**src/rtl/alu_sequencer.sv**
```systemverilog
// RV32I ALU-instruction sequencer: IDLE/DECODE/EXEC/WB FSM
// driving an external combinational ALU, with a 32x32 register file.
module alu_sequencer #(
  parameter int XLEN = 32
) (
  input  logic            clk,
  input  logic            reset,
  input  logic            in_valid,
  input  logic [31:0]     in_instr,
  output logic            in_ready,
  output logic            alu_req,
  output logic [XLEN-1:0] alu_a,
  output logic [XLEN-1:0] alu_b,
  output logic [3:0]      alu_op,
  input  logic [XLEN-1:0] alu_result,
  output logic            wb_valid,
  output logic [4:0]      wb_rd,
  output logic [XLEN-1:0] wb_data,
  output logic            illegal,
  input  logic [4:0]      dbg_addr,
  output logic [XLEN-1:0] dbg_data
);

  typedef enum logic [1:0] {
    IDLE,
    DECODE,
    EXEC,
    WB
  } state_e;

  localparam logic [3:0] OP_ADD  = 4'd0;
  localparam logic [3:0] OP_SUB  = 4'd1;
  localparam logic [3:0] OP_SLL  = 4'd2;
  localparam logic [3:0] OP_SLT  = 4'd3;
  localparam logic [3:0] OP_SLTU = 4'd4;
  localparam logic [3:0] OP_XOR  = 4'd5;
  localparam logic [3:0] OP_SRL  = 4'd6;
  localparam logic [3:0] OP_SRA  = 4'd7;
  localparam logic [3:0] OP_OR   = 4'd8;
  localparam logic [3:0] OP_AND  = 4'd9;

  localparam logic [6:0] OPC_R = 7'b0110011;
  localparam logic [6:0] OPC_I = 7'b0010011;
  localparam logic [6:0] F7_Z  = 7'b0000000;
  localparam logic [6:0] F7_A  = 7'b0100000;

  state_e          state_q, state_d;
  logic [31:0]     instr_q, instr_d;
  logic [XLEN-1:0] a_q, a_d;
  logic [XLEN-1:0] b_q, b_d;
  logic [3:0]      op_q, op_d;
  logic [XLEN-1:0] res_q, res_d;
  logic [XLEN-1:0] rf_q [32];
  logic [XLEN-1:0] rf_d [32];

  logic [6:0]      opcode;
  logic [4:0]      rd;
  logic [2:0]      funct3;
  logic [4:0]      rs1;
  logic [4:0]      rs2;
  logic [6:0]      funct7;
  logic            is_r;
  logic            is_i;
  logic            f7_zero;
  logic            f7_alt;
  logic            is_shift;
  logic [XLEN-1:0] rs1_val;
  logic [XLEN-1:0] rs2_val;
  logic [3:0]      base_op;
  logic            dec_legal;
  logic [3:0]      dec_op;
  logic [XLEN-1:0] dec_a;
  logic [XLEN-1:0] dec_b;
  logic            run;

  assign opcode   = instr_q[6:0];
  assign rd       = instr_q[11:7];
  assign funct3   = instr_q[14:12];
  assign rs1      = instr_q[19:15];
  assign rs2      = instr_q[24:20];
  assign funct7   = instr_q[31:25];
  assign is_r     = opcode == OPC_R;
  assign is_i     = opcode == OPC_I;
  assign f7_zero  = funct7 == F7_Z;
  assign f7_alt   = funct7 == F7_A;
  assign is_shift = funct3 == 3'b001 ||
                    funct3 == 3'b101;
  assign run      = !reset;

  assign rs1_val = (rs1 == 5'd0) ? '0 : rf_q[rs1];
  assign rs2_val = (rs2 == 5'd0) ? '0 : rf_q[rs2];

  always_comb begin
    base_op = OP_ADD;
    unique case (funct3)
      3'b000:  base_op = OP_ADD;
      3'b001:  base_op = OP_SLL;
      3'b010:  base_op = OP_SLT;
      3'b011:  base_op = OP_SLTU;
      3'b100:  base_op = OP_XOR;
      3'b101:  base_op = OP_SRL;
      3'b110:  base_op = OP_OR;
      default: base_op = OP_AND;
    endcase
  end

  always_comb begin
    dec_legal = 1'b0;
    dec_op    = base_op;
    unique case (1'b1)
      is_r: begin
        unique case (funct3)
          3'b000: begin
            dec_legal = f7_zero | f7_alt;
            if (f7_alt) dec_op = OP_SUB;
          end
          3'b101: begin
            dec_legal = f7_zero | f7_alt;
            if (f7_alt) dec_op = OP_SRA;
          end
          default: dec_legal = f7_zero;
        endcase
      end
      is_i: begin
        // upper immediate bits only act as funct7 on shifts
        unique case (funct3)
          3'b001: dec_legal = f7_zero;
          3'b101: begin
            dec_legal = f7_zero | f7_alt;
            if (f7_alt) dec_op = OP_SRA;
          end
          default: dec_legal = 1'b1;
        endcase
      end
      default: dec_legal = 1'b0;
    endcase
  end

  always_comb begin
    dec_a = rs1_val;
    dec_b = rs2_val;
    if (is_i) begin
      if (is_shift)
        dec_b = {{(XLEN-5){1'b0}}, instr_q[24:20]};
      else
        dec_b = {{(XLEN-12){instr_q[31]}},
                 instr_q[31:20]};
    end
  end

  always_comb begin
    state_d = state_q;
    instr_d = instr_q;
    a_d     = a_q;
    b_d     = b_q;
    op_d    = op_q;
    res_d   = res_q;
    rf_d    = rf_q;
    unique case (state_q)
      IDLE: begin
        if (in_valid) begin
          instr_d = in_instr;
          state_d = DECODE;
        end
      end
      DECODE: begin
        if (dec_legal) begin
          a_d     = dec_a;
          b_d     = dec_b;
          op_d    = dec_op;
          state_d = EXEC;
        end else begin
          state_d = IDLE;
        end
      end
      EXEC: begin
        res_d   = alu_result;
        state_d = WB;
      end
      default: begin
        if (rd != 5'd0) rf_d[rd] = res_q;
        state_d = IDLE;
      end
    endcase
  end

  always_ff @(posedge clk) begin
    if (reset) begin
      state_q <= IDLE;
      instr_q <= '0;
      a_q     <= '0;
      b_q     <= '0;
      op_q    <= '0;
      res_q   <= '0;
      for (int i = 0; i < 32; i++)
        rf_q[i] <= '0;
    end else begin
      state_q <= state_d;
      instr_q <= instr_d;
      a_q     <= a_d;
      b_q     <= b_d;
      op_q    <= op_d;
      res_q   <= res_d;
      rf_q    <= rf_d;
    end
  end

  always_comb begin
    in_ready = run && state_q == IDLE;
    alu_req  = run && state_q == EXEC;
    wb_valid = run && state_q == WB;
    illegal  = run && state_q == DECODE &&
               !dec_legal;
    alu_a    = '0;
    alu_b    = '0;
    alu_op   = '0;
    wb_rd    = '0;
    wb_data  = '0;
    if (alu_req) begin
      alu_a  = a_q;
      alu_b  = b_q;
      alu_op = op_q;
    end
    if (wb_valid) begin
      wb_rd   = rd;
      wb_data = res_q;
    end
  end

  assign dbg_data = (dbg_addr == 5'd0) ? '0
                                       : rf_q[dbg_addr];

endmodule

```
**config.mk**
```make
export PLATFORM = sky130hd
export DESIGN_NAME = alu_sequencer
export DESIGN_NICKNAME = d
export VERILOG_FILES = /design/src/rtl/alu_sequencer.sv
export SDC_FILE = /design/constraint.sdc
export NUM_CORES = 2
export LEC_CHECK = 0
export CORE_MARGIN = 2
export CORE_UTILIZATION = 35
export CTS_CLUSTER_SIZE = 20
export DETAILED_ROUTE_END_ITERATION = 16
export DONT_BUFFER_PORTS = 1
export PLACE_DENSITY = 0.48
export SYNTH_ARGS = -nofsm -noshare
export SYNTH_HDL_FRONTEND = slang
export SYNTH_SLANG_ARGS = --single-unit
export TNS_END_PERCENT = 20
```
**constraint.sdc**
```tcl
create_clock -name clk -period 3.84 [get_ports clk]
set_clock_uncertainty 0.1 [all_clocks]
set_input_delay 0.768 -clock clk [delete_from_list [all_inputs] [get_ports clk]]
set_output_delay 0.768 -clock clk [all_outputs]
set_load 0.05 [all_outputs]
```
# After elaboration in Yosys (flattened, before gate mapping)
# Cells that the tools add are included.
# op_classes
n_reduce_logical,21
n_div,0
n_addsub,0
n_mul,0
bitwise,6
n_eq_ne,13
magnitude_cmp,5
muxes,34
shifts,0
# op_table
op,n
bitwise mux 1024 bit,1
binary-select mux 32 bit (select 5 bit),3
two-way mux 32 bit,15
demux 32 bit (select 5 bit),1
one-hot mux 4 bit (7 select lines),1
">= comparator 6 bit, second input constant",4
NOT 5 -> 6 bit,4
two-way mux 4 bit,4
one-hot mux 4 bit (2 select lines),2
zero test 5 bit,3
"== test 7 x 6 -> 1 bit, second input constant",2
"== test 3 bit, second input constant",3
"== test 7 x 5 -> 1 bit, second input constant",1
zero test 7 bit,1
"== test 3 x 2 -> 1 bit, second input constant",2
logical AND 1 bit,6
"less-than comparator 6 x 1 -> 1 bit, second input constant",1
one-hot mux 2 bit (3 select lines),1
AND reduction 2 bit,3
two-way mux 5 bit,1
nonzero test 5 bit,1
"== test 2 bit, second input constant",2
two-way mux 2 bit,2
one-hot mux 1 bit (2 select lines),2
12 further kinds,13
# word_totals
memories,0
romBits,0
ramBits,0
input_bits,72
output_inout_bits,141
ff_bits,1158
wordCells,117
latch_bits,0

# Logic depth before layout (Yosys ltp)
# depth
ltp_word,6
depth_mapped,9
mapped_depth_nobuf,5

# Least setup slack after synthesis
# Ideal clock, no wire load.
# synth_path
kind,input to output
start,input dbg_addr[0]
end,output dbg_data[10]
required_time_ns,2.972
slack_ns,-0.535
path_buffers,3
path_stages,7
arrival_ns,3.507
path_cell_list,clkbuf_1 buf_1 buf_1 mux4_2 mux4_2 nand2_1 o21ai_0
# synth_between
elab_chain_cells,5
elab_cells_between_ends,6
classes_between,4 x mux; 1 x bitwise; 1 x reduce/logical
# synth_lines
item,line_no,text
"start, declared",20,"input logic [4:0] dbg_addr,"
NOT 5 -> 6 bit (implied by the code),231,: rf_q[dbg_addr];
binary-select mux 32 bit (select 5 bit),231,
two-way mux 32 bit (implied by the code) (2 in a row),231,
two-way mux 32 bit *,230,assign dbg_data = (dbg_addr == 5'd0) ? '0
"end, declared",21,output logic [XLEN-1:0] dbg_data
# Every way passes the cells marked *; elsewhere a longest branch is shown, timed or not. The select of a mux whose other input is x is not followed.

# Worst setup path in the final report
# layout_path
start,input dbg_addr[0]
end,output dbg_data[17]
# The elaborated chain is that of the path after synthesis.

==> run metrics <==
insertion delay to the later sink of the worst-skew pair just over 800 ps; first-iteration detailed-routing DRC count 9125; highest-delay cell along the critical path mux4_2; min cycle time layout 3820 ps; number of port buffers 0; Routed wire per std cell 34.8 um; count of warnings emitted by yosys 0; count of fill cells added during filler insertion between 15000 and 20000; worst reg2reg path startpoint instr_q[27]; slew at the pin closest to its max-slew limit roughly 1300 ps; register clock-pin slew on the reported worst setup and hold paths roughly 60 ps; clock tree from TritonCTS done; worst setup path start dbg_addr[0]; endpoint type of the worst setup path primary output; number of antenna-violating nets in the routed design 0; Lkg Pwr roughly 0.023 uW; RePlAce Congestion 0.906; Internal a little over 20000 uW; maximum level of the CTS H-tree 4; number of nets in the synthesized netlist about 7000; sequence of cells on the critical path mux4_2 -> mux4_2 -> inv_1 -> o21ai_1 -> buf_4; areal power density over the cells between 300 and 400 mW/mm^2; max-slew violation count 0; NetSw 7000 uW; number of standard cells after synthesis 6948; EDFF count, synth 0; most common cell type on the critical path mux4_2; DRC violations left 0; overall routed net length 323000 um; number of buffers inserted during clock tree synthesis approximately 140; effective utilization at floorplan 0.353; post-synthesis sequential element count 1158; total number of vias 58900; Max IR drop VDD 0.311 mV; Clock Path Buffers 3; final global-route overflow total 0; share of the clock period used by the worst path after layout 0.994; final instance area ~0.074 mm^2; Tightest Hold Check Type input pin to register; outcome complete, no violations; post-detail-place hpwl 181000 um; top-level port count 213; core outline area 0.183 mm^2; Mapped Area 0.0646 mm^2; antenna violations before repair 34; highest clock frequency the design can meet 262 MHz; row cnt 157; Final Hold Violating Endpoints 0; share of power burned in registers 0.438; vias in the first global route around 55000; Total Power approximately 28000 uW; Die Footprint 0.188 mm^2; wire length of the first global-routing pass about 440000 um; die extent in y 433 um; x dimension of the die 433 um; category of the critical setup timing path input pin to primary output; pin count of the biggest net entering global routing 1113; number of max-capacitance violations reported 0; register area share after synthesis 0.359; count of clock tree sinks 1158; proportion of power drawn by combinational gates 0.068; RSZ-0062 raised after global routing true; post-DR vias/cell roughly 6.4; share of cells above drive strength 1 0.224; largest fanout of any net on the critical path 257; required time at the worst-slack endpoint 2970 ps; post-synthesis async set-or-reset flop share 0; placed instance area 0.0684 mm^2; headroom to the max-slew limit 0.144; kind of launch point of the worst setup path input pin; Layout area overhead 14.3%; clock group share of total power 0.494; cell at the root of the clock tree clkbuf_16; overall track demand over capacity in global routing 0.335; switching portion of total power 0.253; worst hold path startpoint in_instr[24]; worst stage delay on the critical path around 700 ps; arrival time of the worst setup path 2950 ps; number of detailed-route iterations in the first pass 6; final count of negative-setup-slack endpoints 0; dominant synthesized flop cell dfxtp_1; Worst Hold Margin 34.8 ps; Synth cell types a little over 60; mean post-synth cell area 9.29 um^2; final net count between 6000 and 7000
==> layout by cell type (no fill, tap or decap), types with 45 or more instances in the layout <==
cell / n
buf_4: 223
nand2_1: 2228
nor2_1: 74
mux4_2: 827
clkbuf_16: 144
mux2i_1: 136
inv_1: 45
a21oi_1: 1071
dlygate4sd3_1: 46
o22ai_1: 136
dfxtp_1: 1150
buf_12: 79
==> worst max-delay path, delay by kind of cell <==
kind,cells,cell delay [ps]
AOI/OAI and AO/OA,1,220
buffers and inverters,2,410
muxes,2,1180
==> cell type report <==
| cell class | count | area [um^2] | area share |
|---|---|---|---|
| tap | 2464 | 3080 | 0.0418 |
| antenna | 13 | 32.5 | 0.000441 |
| inverter | 47 | 179 | 0.00243 |
| sequential | 1158 | 23200 | 0.315 |
| timing repair buffer | 356 | 3910 | 0.0530 |
| multi-input combinational | 4988 | 38800 | 0.525 |
| clock buffer | 196 | 4050 | 0.0548 |
| clock inverter | 45 | 547 | 0.00741 |
==> timing repair <==
item | in CTS | in global routing
hold endpoints to repair | 45 | 28
gates cloned | 0 | 3
hold buffers | 46 | 1
pin swaps | 3 | 0
setup endpoints to repair | 1 | 35
resized for setup | 3 | 33
setup buffers | 3 | 0
==> sequential cells by signal (all words and copies together), names as in the netlist <==
| register | cells |
|---|---|
| a_q | 32 |
| b_q | 32 |
| instr_q | 32 |
| op_q | 4 |
| res_q | 32 |
| rf_q | 1024 |
| state_q | 2 |
==> cell usage after synthesis, types with 30 or more instances <==
| cell type | instances | area, um^2 |
|---|---|---|
| mux4_2 | 827 | 18600 |
| clkbuf_1 | 620 | 2330 |
| nor3_1 | 35 | 175 |
| inv_1 | 46 | 173 |
| and3_1 | 74 | 463 |
| buf_1 | 91 | 342 |
| clkbuf_2 | 30 | 150 |
| o21ai_0 | 45 | 225 |
| dfxtp_1 | 1158 | 23200 |
| a21oi_1 | 1071 | 5360 |
| mux2i_1 | 136 | 1360 |
| nand2_1 | 2259 | 8480 |
| nor2b_1 | 40 | 250 |
| nor2_1 | 104 | 390 |
| a211oi_1 | 41 | 308 |
| o22ai_1 | 136 | 851 |
| and2_1 | 45 | 282 |
==> cell families after synthesis <==
| kind of cell | synth area share |
|---|---|
| compound gates | 0.119 |
| buf+inv | 0.0480 |
| flops | 0.359 |
| mux | 0.310 |
| simple gates | 0.164 |
==> power by group through the flow <==
stage	combinational [uW]	sequential, uW	clock, uW
2_1_floorplan	1300	12300	0
3_3_place_gp	1590	12400	0
4_1_cts	1640	12100	13700
5_1_grt	1920	12100	14200
6_report	1890	12100	13700
3_5_place_dp	1590	12400	0
==> worst paths after layout <==
check,cells past startpoint,slack (ps),to
max,5,20,dbg_data[17]
min reg2reg,2,350,op_q[3]
min,2,30,instr_q[24]
max reg2reg,6,460,b_q[2]
==> routing by layer <==
metal | GRT usage | vias up | wire length, um
met1 | 0.430 | 29400 | 121000
met2 | 0.493 | 4125 | 139000
met3 | 0.119 | 960 | 42900
met4 | 0.177 | 20 | 19700
li1 | - | 24300 | -
met5 | 0.00234 | - | 170
==> metrics by stage <==
stage          worst slack, ps  setup TNS, ps  std cells  utilization
6_report                  23.9              0       9267        0.403
3_3_place_gp               352              0       8956        0.374
4_1_cts                  -2.20          -2.20       9246        0.401
5_1_grt                  -18.6          -18.6       9257        0.403
3_5_place_dp               297              0       8956        0.374
2_1_floorplan            -71.8          -1440       6948            -
No activity file was read; power rests on OpenSTA's default activity.
